[config.mk]
export PLATFORM = sky130hd
export DESIGN_NAME = approx_mul_pipe
export DESIGN_NICKNAME = d
export VERILOG_FILES = /design/src/rtl/approx_mul_pipe.sv
export SDC_FILE = /design/constraint.sdc
export NUM_CORES = 1
export LEC_CHECK = 0
export ABC_CLOCK_PERIOD_IN_PS = 3150
export BUFFER_PORTS_ARGS = -buffer_cell sky130_fd_sc_hd__buf_4
export CAP_MARGIN = 20
export CORE_UTILIZATION = 60
export CTS_CLUSTER_SIZE = 30
export DETAILED_ROUTE_END_ITERATION = 7
export GPL_ROUTABILITY_DRIVEN = 0
export MAX_ROUTING_LAYER = met4
export PLACE_DENSITY = 0.8
export SLEW_MARGIN = 10
export SYNTH_ARGS = -nofsm -noshare
export SYNTH_HDL_FRONTEND = slang
export SYNTH_SLANG_ARGS = --single-unit
[constraint.sdc]
create_clock -name clk -period 3.15 [get_ports clk]
set_input_delay 0.315 -clock clk [delete_from_list [all_inputs] [get_ports clk]]
set_output_delay 0.315 -clock clk [all_outputs]
set_load 0.02 [all_outputs]
[src/rtl/approx_mul_pipe.sv]
// Three-stage unsigned multiplier built from four half-width sub-products.
// Approximate mode clears the low TRUNC bits of the low-by-low partial product.
module approx_mul_pipe #(
   parameter int WIDTH = 8,
   parameter int TRUNC = 4
) (
   input  logic               clk,
   input  logic               rst_n,
   input  logic               in_valid,
   output logic               in_ready,
   input  logic [WIDTH-1:0]   a,
   input  logic [WIDTH-1:0]   b,
   input  logic               mode,
   output logic               out_valid,
   input  logic               out_ready,
   output logic [2*WIDTH-1:0] prod,
   output logic               out_mode,
   output logic               busy
);

   localparam int H  = WIDTH / 2;
   localparam int PW = 2 * WIDTH;
   localparam logic [WIDTH-1:0] LL_MASK = {WIDTH{1'b1}} << TRUNC;

   logic             adv;
   logic [2:0]       valid_reg;
   logic [2:0]       valid_next;

   logic [WIDTH-1:0] s1_a_reg;
   logic [WIDTH-1:0] s1_b_reg;
   logic             s1_mode_reg;

   logic [H-1:0]     half_a [2];
   logic [H-1:0]     half_b [2];
   logic [WIDTH-1:0] sub    [4];
   logic [WIDTH-1:0] ll_next;

   logic [WIDTH-1:0] s2_hh_reg;
   logic [WIDTH-1:0] s2_hl_reg;
   logic [WIDTH-1:0] s2_lh_reg;
   logic [WIDTH-1:0] s2_ll_reg;
   logic             s2_mode_reg;

   logic [WIDTH:0]   mid_sum;
   logic [PW-1:0]    prod_next;

   // A single advance enable keeps every stage in lockstep; a stalled output freezes all.
   assign adv        = !valid_reg[2] || out_ready;
   assign in_ready   = adv;
   assign out_valid  = valid_reg[2];
   assign busy       = |valid_reg;
   assign valid_next = {valid_reg[1:0], in_valid};

   always_ff @(posedge clk or negedge rst_n) begin
      if (!rst_n) begin
         valid_reg <= '0;
      end else if (adv) begin
         valid_reg <= valid_next;
      end
   end

   always_ff @(posedge clk or negedge rst_n) begin
      if (!rst_n) begin
         s1_a_reg    <= '0;
         s1_b_reg    <= '0;
         s1_mode_reg <= 1'b0;
      end else if (adv) begin
         s1_a_reg    <= a;
         s1_b_reg    <= b;
         s1_mode_reg <= mode;
      end
   end

   assign half_a[0] = s1_a_reg[H-1:0];
   assign half_a[1] = s1_a_reg[WIDTH-1:H];
   assign half_b[0] = s1_b_reg[H-1:0];
   assign half_b[1] = s1_b_reg[WIDTH-1:H];

   // sub[0]=ll, sub[1]=lh, sub[2]=hl, sub[3]=hh (index bit1 picks a half, bit0 picks b half)
   generate
      for (genvar gi = 0; gi < 4; gi++) begin : g_sub
         assign sub[gi] = WIDTH'(half_a[gi / 2]) * WIDTH'(half_b[gi % 2]);
      end
   endgenerate

   assign ll_next = s1_mode_reg ? (sub[0] & LL_MASK) : sub[0];

   always_ff @(posedge clk or negedge rst_n) begin
      if (!rst_n) begin
         s2_hh_reg   <= '0;
         s2_hl_reg   <= '0;
         s2_lh_reg   <= '0;
         s2_ll_reg   <= '0;
         s2_mode_reg <= 1'b0;
      end else if (adv) begin
         s2_hh_reg   <= sub[3];
         s2_hl_reg   <= sub[2];
         s2_lh_reg   <= sub[1];
         s2_ll_reg   <= ll_next;
         s2_mode_reg <= s1_mode_reg;
      end
   end

   // Cross terms are summed one bit wider so their carry reaches the final adder.
   assign mid_sum   = {1'b0, s2_hl_reg} + {1'b0, s2_lh_reg};
   assign prod_next = (PW'(s2_hh_reg) << WIDTH) + (PW'(mid_sum) << H) + PW'(s2_ll_reg);

   always_ff @(posedge clk or negedge rst_n) begin
      if (!rst_n) begin
         prod     <= '0;
         out_mode <= 1'b0;
      end else if (adv) begin
         prod     <= prod_next;
         out_mode <= s2_mode_reg;
      end
   end

endmodule

==> flow_summary.json <==
{
  "cts_max_level": 3,
  "final_common_cell": "nand2_1",
  "numCtsBuffers": 9,
  "yosys_warnings": 0,
  "rows": 33,
  "fp.dieH_um": 93.5,
  "fin_crit_ns": 3.01,
  "cp_num_cells": 10,
  "grt_antenna_before_repair": 0,
  "initial_core_util": 0.614,
  "rsz0062_at_grt": "no",
  "drive_gt1_frac": 0.142,
  "max-cap-violations": 0,
  "viasPerCell": 5.44,
  "worstSetupEndpointType": "register",
  "n_antenna_cell": 0,
  "startpoint_type": "register",
  "nets": 700,
  "synth_seq_area_share": 0.349,
  "grt_overflow": 0,
  "fin_total_pwr_mw": 5.98,
  "finClkSkew_ns": 0.00871,
  "async_flop_share": 1.00,
  "dieArea_um2": 8740,
  "root_buffer": "clkbuf_8",
  "grt_max_degree": 74,
  "crit_slowest_cell": "fa_1",
  "max_freq_ghz": 0.332,
  "drcViolationCount": 0,
  "portBuffers": 40,
  "layout_common_cells": "nand2_1, ha_1, dfrtp_1, buf_4, and2_1",
  "worstPathCellList": "nand2_1 > fa_1 > inv_1 > fa_1 > ha_1 > a21o_1 > a31o_2 > a21oi_1 > xor2_1 > o21ai_0",
  "hold_violations": 0,
  "routed_wl_um": 10000,
  "path_clk_slew_ns": 0.08,
  "cp_data_required_time_ns": 3.35,
  "worst_pin_slew_ns": 0.872,
  "path_max_fanout": 9,
  "status": "completed",
  "path_common_cell": "fa_1",
  "grt_pass1_wl_um": 17300,
  "critPathBufInv": 1,
  "regMostFlops": "prod",
  "grt_pass1_vias": 3766,
  "hpwl_um": 7110,
  "drt_iter0_drc": 194,
  "cpLargestDelayFamily": "adder cells",
  "synthFlopType": "dfrtp_1",
  "syn_to_final_growth_pct": 13.4,
  "dieWidth_um": 93.5,
  "netlist_instances": 555,
  "synth_area_um2": 5020,
  "clockBufferDepth": 2,
  "clock_sinks": 70,
  "ir_drop_v": 0.000387,
  "grt_usage": 0.261,
  "slew_headroom": 0.419,
  "cp_data_arrival_time_ns": 3.21,
  "timing.final.crit_share": 0.955,
  "maxSlewViolCount": 0,
  "hold_path_class": "primary input to asynchronous set/reset pin",
  "cellPowerDensity_nw_per_um2": 1050,
  "yosys_register_bits": 70,
  "first_pass_iters": 4,
  "fin_tns_setup_ns": 0,
  "path_class": "register to register",
  "dr_total_vias": 3835,
  "r2r_cells": 10,
  "core_um2": 8180,
  "cts_tree": "built",
  "synth_edf_count": 0,
  "final_antenna_net_count": 0,
  "slowest_delay_ns": 0.52,
  "io_pins": 41,
  "clk_latency_ns": 0.35,
  "syn_avg_cell_area_um2": 9.05,
  "leakage_nw": 3.09,
  "synth_cell_types": 44,
  "wl_per_cell_um": 14.2,
  "syn_nets": 660,
  "largest_reg_flops": 16,
  "setup-violations-final": 0
}
==> worst reg2reg max path, stage by stage (launching register included) <==
cell	delay (ns)
dfrtp_1	0.50
nand2_1	0.13
fa_1	0.51
inv_1	0.06
fa_1	0.52
ha_1	0.31
a21o_1	0.17
a31o_2	0.24
a21oi_1	0.16
xor2_1	0.17
o21ai_0	0.10
==> Yosys cell counts (all sizes together), types with 4 or more instances <==
| cell type | count | area [um^2] |
|---|---|---|
| a21oi | 37 | 185 |
| buf | 5 | 20.0 |
| nor2 | 15 | 56.3 |
| a21o | 17 | 129 |
| xor2 | 22 | 193 |
| nor3 | 5 | 25.0 |
| nand3 | 4 | 20.0 |
| inv | 23 | 86.3 |
| a211oi | 4 | 35.0 |
| and2 | 45 | 282 |
| o21ai | 21 | 105 |
| dfrtp | 70 | 1750 |
| a31o | 4 | 35.0 |
| fa | 18 | 360 |
| xnor2 | 8 | 70.1 |
| nand2 | 151 | 567 |
| ha | 66 | 826 |
| clkbuf | 12 | 65.1 |
==> path summary, 6_finish.rpt <==
check                             from           end  slack, ns
max in group asynchronous        rst_n   s1_a_reg[0]       2.45
min reg2reg                    prod[5]       prod[5]       0.47
min in group clk                  a[1]   s1_a_reg[1]       0.15
min                              rst_n      prod[13]       0.07
max reg2reg                s1_a_reg[2]  s2_lh_reg[7]       0.14
max                        s1_a_reg[2]  s2_lh_reg[7]       0.14
==> per-layer routing <==
layer	track usage	vias to the layer above	wire length (um)
met1	0.338	1804	4510
li1	-	1931	-
met4	0.0872	0	94
met3	0.0463	7	431
met5	-	-	0
met2	0.418	93	5000
==> cell type report <==
cell class,instances,area (um^2)
Multi-Input combinational cell,444,3140
Fill cell,659,2480
Sequential cell,70,1760
Timing Repair Buffer,46,345
Clock buffer,11,151
Tap cell,105,131
Inverter,24,90.1
Clock inverter,5,81.3
==> logic make-up (layout without fill, tap and decap cells) <==
logic type,after synthesis,count (layout),synth area share
XOR/XNOR,30,30,0.0523
AO/OA/AOI/OAI,95,95,0.118
adder cells (fa/ha/maj),84,84,0.236
AND/OR/NAND/NOR,234,234,0.208
buffers and inverters,41,86,0.0349
flip-flops,70,70,0.349
multiplexers,1,1,0.00199
==> power breakdown <==
part / switching, mW / total [mW] / internal (mW)
Combinational: 1.98 / 3.56 / 1.58
Sequential: 0.307 / 1.57 / 1.26
Clock: 0.364 / 0.853 / 0.489
==> metrics by stage <==
step                      cells  instance area (um^2)  hold slack (ns)  setup WS [ns]  utilization
after detailed placement    687                  5410            0.456         0.0877        0.661
after CTS                   703                  5640            0.106         0.0587        0.690
after global placement      687                  5410            0.450          0.148        0.661
final                       705                  5700           0.0675          0.140        0.697
after global routing        705                  5700            0.148        0.00395        0.697
after floorplan             555                  5020           0.0194          0.245            -
==> repair_timing <==
action                     CTS  global route
setup endpoints to repair    0             8
hold buffers                 0             0
resized for setup            0            14
setup buffers                0             2
Note: power is estimated with default switching activity, not from simulation.
